**config.mk**
```make
export PLATFORM = sky130hd
export DESIGN_NAME = player_path_controller
export DESIGN_NICKNAME = d
export VERILOG_FILES = /design/src/rtl/player_path_controller.sv
export SDC_FILE = /design/constraint.sdc
export NUM_CORES = 1
export LEC_CHECK = 0
export ABC_AREA = 1
export CORE_MARGIN = 5
export CORE_UTILIZATION = 62
export CTS_BUF_LIST = sky130_fd_sc_hd__clkbuf_8
export DETAILED_ROUTE_END_ITERATION = 10
export GPL_ROUTABILITY_DRIVEN = 0
export PLACE_DENSITY = 0.84
export RECOVER_POWER = 100
export SYNTH_ARGS = -nofsm -noshare
export SYNTH_HDL_FRONTEND = slang
export SYNTH_SLANG_ARGS = --single-unit
```
**constraint.sdc**
```tcl
create_clock -name clk -period 8.6 [get_ports clk]
set_clock_uncertainty 0.05 [all_clocks]
set_input_delay 1.29 -clock clk [delete_from_list [all_inputs] [get_ports clk]]
set_output_delay 1.29 -clock clk [all_outputs]
set_load 0.01 [all_outputs]
```
**src/rtl/player_path_controller.sv**
```systemverilog
// Multi-tile sprite path controller: accepts clamped forward/backward moves and
// animates one slide per tile plus a landing jump, advancing only on frame_tick.
module player_path_controller #(
    parameter int NUM_TILES   = 10,
    parameter int TILE_SIZE   = 48,
    parameter int X_OFFSET    = 16,
    parameter int BASE_Y      = 124,
    parameter int MOVE_FRAMES = 24,
    parameter int JUMP_FRAMES = 16,
    parameter int JUMP_HEIGHT = 30,
    parameter int STEP_W      = 3,
    localparam int TILE_W     = $clog2(NUM_TILES)
) (
    input  logic              clk,
    input  logic              rst_n,
    input  logic              frame_tick,
    input  logic              move_valid,
    input  logic [STEP_W-1:0] move_steps,
    input  logic              move_dir,
    output logic              move_ready,
    output logic [9:0]        player_x,
    output logic [9:0]        player_y,
    output logic [TILE_W-1:0] current_tile,
    output logic              is_moving,
    output logic              move_done,
    output logic              at_goal
);

    localparam int CNT_MAX = (MOVE_FRAMES > JUMP_FRAMES) ? MOVE_FRAMES : JUMP_FRAMES;
    localparam int CNT_W   = $clog2(CNT_MAX);
    localparam int HALF    = JUMP_FRAMES / 2;

    localparam logic [1:0] IDLE    = 2'd0;
    localparam logic [1:0] MOVING  = 2'd1;
    localparam logic [1:0] JUMPING = 2'd2;

    logic [1:0]        state;
    logic [TILE_W-1:0] tile;
    logic [CNT_W-1:0]  counter;
    logic [STEP_W-1:0] remaining;
    logic              dir;
    logic [9:0]        start_x;
    logic              done;

    logic [31:0]       room;
    logic [STEP_W-1:0] eff;
    logic [TILE_W-1:0] next_tile;
    logic [9:0]        slide;
    logic [9:0]        lift;

    function automatic logic [9:0] tile_x(input logic [TILE_W-1:0] t);
        return 10'(32'(t) * TILE_SIZE + X_OFFSET);
    endfunction

    // Requested step count is clamped to the tiles left in the chosen direction.
    always_comb begin
        room      = move_dir ? 32'(tile) : (32'(NUM_TILES - 1) - 32'(tile));
        eff       = (32'(move_steps) < room) ? move_steps : STEP_W'(room);
        next_tile = dir ? (tile - TILE_W'(1)) : (tile + TILE_W'(1));
    end

    // Handshake: a command transfers on any clk edge where move_valid && move_ready;
    // move_ready is high only in IDLE, so commands offered while busy are dropped.
    always_ff @(posedge clk or negedge rst_n) begin
        if (!rst_n) begin
            state     <= IDLE;
            tile      <= '0;
            counter   <= '0;
            remaining <= '0;
            dir       <= 1'b0;
            start_x   <= 10'(X_OFFSET);
            done      <= 1'b0;
        end else begin
            done <= 1'b0;
            case (state)
                IDLE: begin
                    if (move_valid) begin
                        dir <= move_dir;
                        if (eff == '0) begin
                            done <= 1'b1;
                        end else begin
                            state     <= MOVING;
                            counter   <= '0;
                            remaining <= eff;
                            start_x   <= tile_x(tile);
                        end
                    end
                end
                MOVING: begin
                    if (frame_tick) begin
                        if (counter < CNT_W'(MOVE_FRAMES - 1)) begin
                            counter <= counter + CNT_W'(1);
                        end else begin
                            // Commit the tile at the end of the slide so x stays monotonic.
                            tile      <= next_tile;
                            start_x   <= tile_x(next_tile);
                            counter   <= '0;
                            remaining <= remaining - STEP_W'(1);
                            if (remaining == STEP_W'(1))
                                state <= JUMPING;
                        end
                    end
                end
                JUMPING: begin
                    if (frame_tick) begin
                        if (counter == CNT_W'(JUMP_FRAMES - 1)) begin
                            state   <= IDLE;
                            counter <= '0;
                            done    <= 1'b1;
                        end else begin
                            counter <= counter + CNT_W'(1);
                        end
                    end
                end
                default: state <= IDLE;
            endcase
        end
    end

    always_comb begin
        slide = 10'((TILE_SIZE * 32'(counter)) / MOVE_FRAMES);
        if (32'(counter) < HALF)
            lift = 10'((32'(counter) * JUMP_HEIGHT) / HALF);
        else
            lift = 10'(((JUMP_FRAMES - 32'(counter)) * JUMP_HEIGHT) / HALF);

        if (state == MOVING)
            player_x = dir ? (start_x - slide) : (start_x + slide);
        else
            player_x = tile_x(tile);

        if (state == JUMPING)
            player_y = 10'(BASE_Y) - lift;
        else
            player_y = 10'(BASE_Y);
    end

    assign move_ready   = (state == IDLE);
    assign is_moving    = (state != IDLE);
    assign current_tile = tile;
    assign move_done    = done;
    assign at_goal      = (tile == TILE_W'(NUM_TILES - 1));

endmodule

```
==> results of run 1 <==
==> per-stage QoR <==
stage          cells  cell area [um2]
3_3_place_gp     809             5030
4_1_cts          818             5130
2_1_floorplan    679             4560
5_1_grt          820             5230
6_report         820             5230
3_5_place_dp     809             5030
==> final cells by class <==
type,instances,area share (%)
Clock buffer,4,1.05
Tap cell,99,2.37
Sequential cell,22,10.6
Timing Repair Buffer,46,8.47
Inverter,122,8.81
Multi-Input combinational cell,527,68.7
==> cell families (layout without fill, tap and decap cells) <==
| group | count (synthesis) | count (layout) | share of synthesized area (%) |
|---|---|---|---|
| xor+xnor | 32 | 32 | 6.15 |
| mux | 1 | 1 | 0.220 |
| fa+ha+maj | 85 | 85 | 26.5 |
| compound gates | 99 | 99 | 11.9 |
| buf+inv | 130 | 172 | 10.8 |
| simple gates | 310 | 310 | 32.3 |
| flops | 22 | 22 | 12.1 |
==> sequential cells by signal, indices dropped and copies added, names as in the netlist <==
name and count:
move_done 1, counter 5, remaining 3, start_x 6, dir 1, current_tile 4, state 2
==> layer usage <==
layer	up-vias	wire, um	part of all wire, %	global-route usage, %
met5	-	0	0	0
li1	2267	-	-	-
met1	2053	4910	46	32.3
met4	0	185	1.7	6.28
met3	18	257	2.4	1.72
met2	78	5400	50	43.9
==> report_power, final <==
part	switching (mW)	internal [mW]
Clock	0.0353	0.0409
Sequential	0.0339	0.139
Combinational	1.20	0.813
Total	1.27	0.993
==> worst max-delay path, delay by kind of cell, from the launching register on <==
kind / cells / cell delay [ps]
XOR/XNOR: 2 / 230
adder cells (fa/ha/maj): 6 / 1550
AND/OR/NAND/NOR: 26 / 2880
flip-flops: 1 / 410
buffers and inverters: 10 / 850
AO/OA/AOI/OAI: 4 / 550
==> worst paths after layout <==
kind	depth (start not counted)	to	start
worst max register to register	13	start_x[9]	dir
worst min register to register	2	start_x[4]	start_x[4]
worst max-delay path	48	player_x[9]	counter[0]
max in group asynchronous	1	counter[1]	rst_n
min in group asynchronous	1	current_tile[3]	rst_n
worst min-delay path	2	start_x[4]	start_x[4]
==> cell usage in the layout (no fill, tap or decap), types with 5 or more instances in the layout <==
cell type and instances:
sky130_fd_sc_hd__dlygate4sd3_1 21, sky130_fd_sc_hd__nand2_2 18, sky130_fd_sc_hd__o21ai_0 41, sky130_fd_sc_hd__inv_1 107
sky130_fd_sc_hd__nand4_1 12, sky130_fd_sc_hd__xor2_1 19, sky130_fd_sc_hd__a21oi_1 28, sky130_fd_sc_hd__nand2_1 134
sky130_fd_sc_hd__inv_2 12, sky130_fd_sc_hd__nand3_2 7, sky130_fd_sc_hd__buf_4 11, sky130_fd_sc_hd__dfrtp_1 20
sky130_fd_sc_hd__nor3_1 9, sky130_fd_sc_hd__nor2_1 69, sky130_fd_sc_hd__or2_2 5, sky130_fd_sc_hd__clkdlybuf4s50_1 10
sky130_fd_sc_hd__nand3_1 35, sky130_fd_sc_hd__fa_1 19, sky130_fd_sc_hd__a31oi_1 6, sky130_fd_sc_hd__xnor2_1 13
sky130_fd_sc_hd__o21ai_1 8, sky130_fd_sc_hd__nand3_4 5, sky130_fd_sc_hd__ha_1 65
==> timing repair <==
| action | 4_1_cts | 5_1_grt |
|---|---|---|
| setup endpoints to repair | 3 | 5 |
| gates resized for setup | 5 | 16 |
| endpoints found under the hold margin | 0 | 0 |
| pin swaps | 1 | 5 |
| setup buffers | 5 | 2 |
| gates cloned | 0 | 0 |
==> results.json, run 1 <==
{
  "min_path_type": "reg2reg",
  "register_area_um2": 553,
  "pre_cts_ws_ps": -111,
  "finalCoreUtilization_pct": 72.4,
  "cts-root-buf": "sky130_fd_sc_hd__clkbuf_8",
  "placeableCoreArea_mm2": 0.00721,
  "cts_max_path_buffers": 2,
  "syn_area_mm2": 0.00456,
  "n_fill_cell": 602,
  "setup_viol_count_final": 0,
  "final_max_slew_viol_count": 0,
  "yosys-top-cells-count": "sky130_fd_sc_hd__nand2_1 (137), sky130_fd_sc_hd__inv_1 (107), sky130_fd_sc_hd__nor2_1 (69)",
  "critical-path-slowest-cell": "sky130_fd_sc_hd__dfrtp_1",
  "synth_largest_type_area_fraction_pct": 18.1,
  "accumulated_negative_setup_slack_ps": 0,
  "ctsHtreeMaxLevel": 1,
  "cap_violations": 0,
  "synth-async-reset-ratio_pct": 100,
  "finalWirelength_um": 10800,
  "setup_slack_ps": 514,
  "start_kind": "flip-flop",
  "critPathKind": "reg2out",
  "post-route-min-period_ps": 8090,
  "post_synth_inst_count": 679,
  "route.antenna.remaining_nets": 0,
  "hold-worst-slack_ps": 467,
  "post_synthesis_sequential_area_ratio_pct": 12.1,
  "power_density_mw_per_mm2": 432,
  "dieArea_mm2": 0.00916,
  "initial_utilization_pct": 63.1,
  "tightestPinTransition_ps": 1040,
  "p_leak_nw": 2.80,
  "detail_route.wl_per_cell_um": 13.1,
  "first_global_vias": 4267,
  "fmaxAchievable_mhz": 124,
  "grt_usage_pct": 24.6,
  "final_layout_size_suffix_gt1_share_pct": 11.8,
  "clock_sinks": 22,
  "max-vdd-ir-drop_mv": 0.261,
  "core.rowCount": 31,
  "detailed_place_hpwl_um": 8830,
  "run_status": "finished, final reports clean",
  "critical-path-top-cell-by-count": "sky130_fd_sc_hd__nand2_1",
  "clock_latency_ps": 270,
  "ys_ff_latch": 22,
  "vias": 4416,
  "postSynth.topFlopCell": "sky130_fd_sc_hd__dfrtp_1",
  "grt_first_pass_wirelength_um": 18500,
  "chipHeight_um": 95.7,
  "crit_path_end_kind": "output pin",
  "synth_largest_area_cell": "sky130_fd_sc_hd__ha_1",
  "drt-pass1-iter-count": 4,
  "synth.most_common_cell": "sky130_fd_sc_hd__nand2_1",
  "synth-edff-count": 0,
  "diodes": 0,
  "finalNetCount": 815,
  "grt_remaining_overflow": 0,
  "vias_per_cell": 5.39,
  "cts_bufs_inserted": 3,
  "worst_ep_arrival_time_ps": 6750,
  "fp.dieW_um": 95.7,
  "cpPeakStageDelay_ps": 410,
  "design_power_total_mw": 2.26,
  "ctsHoldBuffers": 0,
  "clk_pin_slew_ps": 90,
  "cts_tree": "done",
  "maximum_number_of_pins_on_one_net_before_global_route_repair": 23,
  "antenna_violations_before_repair": 0,
  "syn-num-nets": 772,
  "post-route-drc-count": 0,
  "io_buffer_count": 35,
  "fin_crit_sh_pct": 94.0,
  "synth_area_leaders": "sky130_fd_sc_hd__ha_1 (18%), sky130_fd_sc_hd__dfrtp_1 (12%), sky130_fd_sc_hd__nand2_1 (11%)",
  "initial_detailed_routing_violation_count": 235,
  "timing.critical_path.fanout_max": 9,
  "worst_slew_margin_rel_pct": 30.4,
  "yosysWarnings": 0,
  "multi_input_area_mm2": 0.00359,
  "syn2layout_area_growth_pct": 14.7,
  "timing.final.hold_violations": 0,
  "synth.distinct_cells": 42,
  "worst_ep_required_time_ps": 7260,
  "synth.avg_cell_area_um2": 6.71,
  "io-pin-count": 36,
  "timing.reg2reg.setup_slack_ps": 5290
}
Power figures use the tool's default switching activity.
==> run 2: changes to the inputs <==
- CORE_UTILIZATION: 62 -> 55
- PLACE_DENSITY: 0.84 -> 0.76
==> run 2 against run 1 <==
Against the previous run:
- via count decreased by 0.25%
- sequential power about the same
- power about the same
- first-iteration DRC count decreased by 22%
- routed wire length decreased by 1.2%
- critical path depth increased by 1
- setup slack improved by 8.2 ps
- critical path type unchanged
- largest cell class unchanged
==> results.json, run 2 (synthesis results as in run 1) <==
{
  "ctsHtreeMaxLevel": 1,
  "p_leak_nw": 2.85,
  "clock_latency_ps": 270,
  "finalCoreUtilization_pct": 64.7,
  "wl_met2_um": 5140,
  "start_kind": "flip-flop",
  "antenna_violations_before_repair": 0,
  "io_buffer_count": 35,
  "hold_path.startpoint": "start_x[6]",
  "flip_flop_count_of_the_largest_register_all_copies_and_words_added": 6,
  "post-route-min-period_ps": 8080,
  "finalWirelength_um": 10600,
  "grt_remaining_overflow": 0,
  "fp.dieW_um": 101,
  "timing.critical_path.fanout_max": 7,
  "critical-path-top-cell-by-count": "sky130_fd_sc_hd__nand2_1",
  "critPathKind": "reg2out",
  "topRoutingLayerUsed": "met4",
  "grt_first_pass_wirelength_um": 18300,
  "setup.worst_path.end": "player_x[9]",
  "n_fill_cell": 711,
  "run_status": "finished, final reports clean",
  "worst_r2r_endpoint": "start_x[9]",
  "grt_usage_pct": 21.4,
  "maximum_number_of_pins_on_one_net_before_global_route_repair": 23,
  "cts_tree": "done",
  "placeableCoreArea_mm2": 0.00813,
  "cts_bufs_inserted": 3,
  "final_layout_size_suffix_gt1_share_pct": 12.6,
  "fmaxAchievable_mhz": 124,
  "clk_pin_slew_ps": 90,
  "crit_path_end_kind": "output pin",
  "power_density_mw_per_mm2": 429,
  "crit_start": "counter[1]",
  "setup_viol_count_final": 0,
  "route.met3.wl_um": 355,
  "dieArea_mm2": 0.0102,
  "first_global_vias": 4144,
  "finalNetCount": 822,
  "worst_r2r_startpoint": "dir",
  "route.antenna.remaining_nets": 0,
  "core.rowCount": 33,
  "final_common_cell": "sky130_fd_sc_hd__nand2_1",
  "tightestPinTransition_ps": 1040,
  "max-vdd-ir-drop_mv": 0.256,
  "vias_per_cell": 5.29,
  "cpPeakStageDelay_ps": 410,
  "cts_max_path_buffers": 2,
  "largest-register": "start_x",
  "diodes": 0,
  "syn2layout_area_growth_pct": 15.5,
  "io-pin-count": 36,
  "worst_ep_required_time_ps": 7260,
  "worst_slew_margin_rel_pct": 30.2,
  "critical-path-slowest-cell": "sky130_fd_sc_hd__dfrtp_2",
  "initial_detailed_routing_violation_count": 184,
  "vias": 4405,
  "drt-pass1-iter-count": 5,
  "detailed_place_hpwl_um": 8570,
  "rr_worst_depth": 13,
  "hold-worst-slack_ps": 484,
  "min_path_type": "reg2reg",
  "clock_sinks": 22,
  "detail_route.wl_per_cell_um": 12.8,
  "dpl-instance-area_mm2": 0.00503,
  "fin_crit_sh_pct": 93.9,
  "timing.reg2reg.setup_slack_ps": 5340,
  "initial_utilization_pct": 56.0,
  "post-route-drc-count": 0,
  "timing.final.hold_violations": 0,
  "cap_violations": 0,
  "cts-root-buf": "sky130_fd_sc_hd__clkbuf_8",
  "final_max_slew_viol_count": 0,
  "chipHeight_um": 101,
  "most-common-layout-cells": "sky130_fd_sc_hd__nand2_1 (136), sky130_fd_sc_hd__inv_1 (108), sky130_fd_sc_hd__nor2_1 (68), sky130_fd_sc_hd__ha_1 (65), sky130_fd_sc_hd__o21ai_0 (41)",
  "worst_ep_arrival_time_ps": 6740,
  "postLayoutCellArea_mm2": 0.00526,
  "detail_route.wirelength.met1_um": 4980
}
## run 2: changes by cell type in the layout (fill, tap and decap cells not counted), moves of 2 or more
cell,delta
sky130_fd_sc_hd__buf_4,+7
sky130_fd_sc_hd__clkdlybuf4s50_1,-4
sky130_fd_sc_hd__dlygate4sd3_1,+4
sky130_fd_sc_hd__nand2_2,-3
sky130_fd_sc_hd__nand2_1,+2
sky130_fd_sc_hd__nand3_2,+2
sky130_fd_sc_hd__nand3_4,-2
## run 2: worst min-delay path by stage
| stage | to | cells after the start |
|---|---|---|
| 6_report | start_x[6] | 2 |
| 4_1_cts | start_x[4] | 2 |
| 2_1_floorplan | start_x[6] | 2 |
| 3_5_place_dp | start_x[6] | 2 |
| 5_1_grt | start_x[6] | 2 |
| 3_3_place_gp | start_x[4] | 2 |
## run 2: worst max-delay path, delay by kind of cell, from the launching register on
family / cells / cell delay [ps]
AOI/OAI and AO/OA: 3 / 440
xor gates and xnor gates: 1 / 60
buffers and inverters: 8 / 690
adders and majority gates: 6 / 1500
DFF: 1 / 410
and+or+nand+nor: 31 / 3360
## run 2: report_power, final
| part | leakage [nW] | internal [mW] | switching [mW] | total, mW |
|---|---|---|---|---|
| Clock | 0.0269 | 0.0320 | 0.0368 | 0.0688 |
| Sequential | 0.269 | 0.139 | 0.0308 | 0.170 |
| Combinational | 2.55 | 0.825 | 1.20 | 2.02 |
## run 2: layout make-up
type                       count  area (um2)  share of cell area (%)
sequential                    22         553                    10.5
clock inverter                 1        3.75                  0.0713
clock buffer                   3        41.3                   0.784
tap                          105         131                    2.50
timing repair buffer          53         495                    9.41
inverter                     122         460                    8.75
multi-input combinational    527        3580                    68.0
## run 2: metrics by stage
step / std cells / total power, mW / setup WS, ps / TNS [ps]
after floorplan: 679 / 1.62 / 1250 / 0
after global placement: 815 / 2.04 / 340 / 0
after detailed placement: 815 / 2.08 / -67.9 / -67.9
after CTS: 821 / 2.19 / 10.7 / 0
after global routing: 833 / 2.54 / -49.6 / -49.6
final: 833 / 2.26 / 522 / 0
## run 2: what timing repair did
item                                    in CTS  in global routing
resized for setup                            6                 14
endpoints found under the setup margin       3                  6
hold buffers                                 0                  0
pin swaps                                    0                  7
buffers inserted                             2                 12
## run 2: metal layers
layer / track usage (%) / vias up
li1: - / 2264
met1: 29.3 / 2023
met2: 36.2 / 102
met5: 0 / -
met3: 1.45 / 16
met4: 6.34 / 0
==> run 3: changes to the inputs <==
- ABC_CLOCK_PERIOD_IN_PS: default -> 8600
==> results of run 3 <==
Final layout, timing and power as in run 2 (identical DEF).
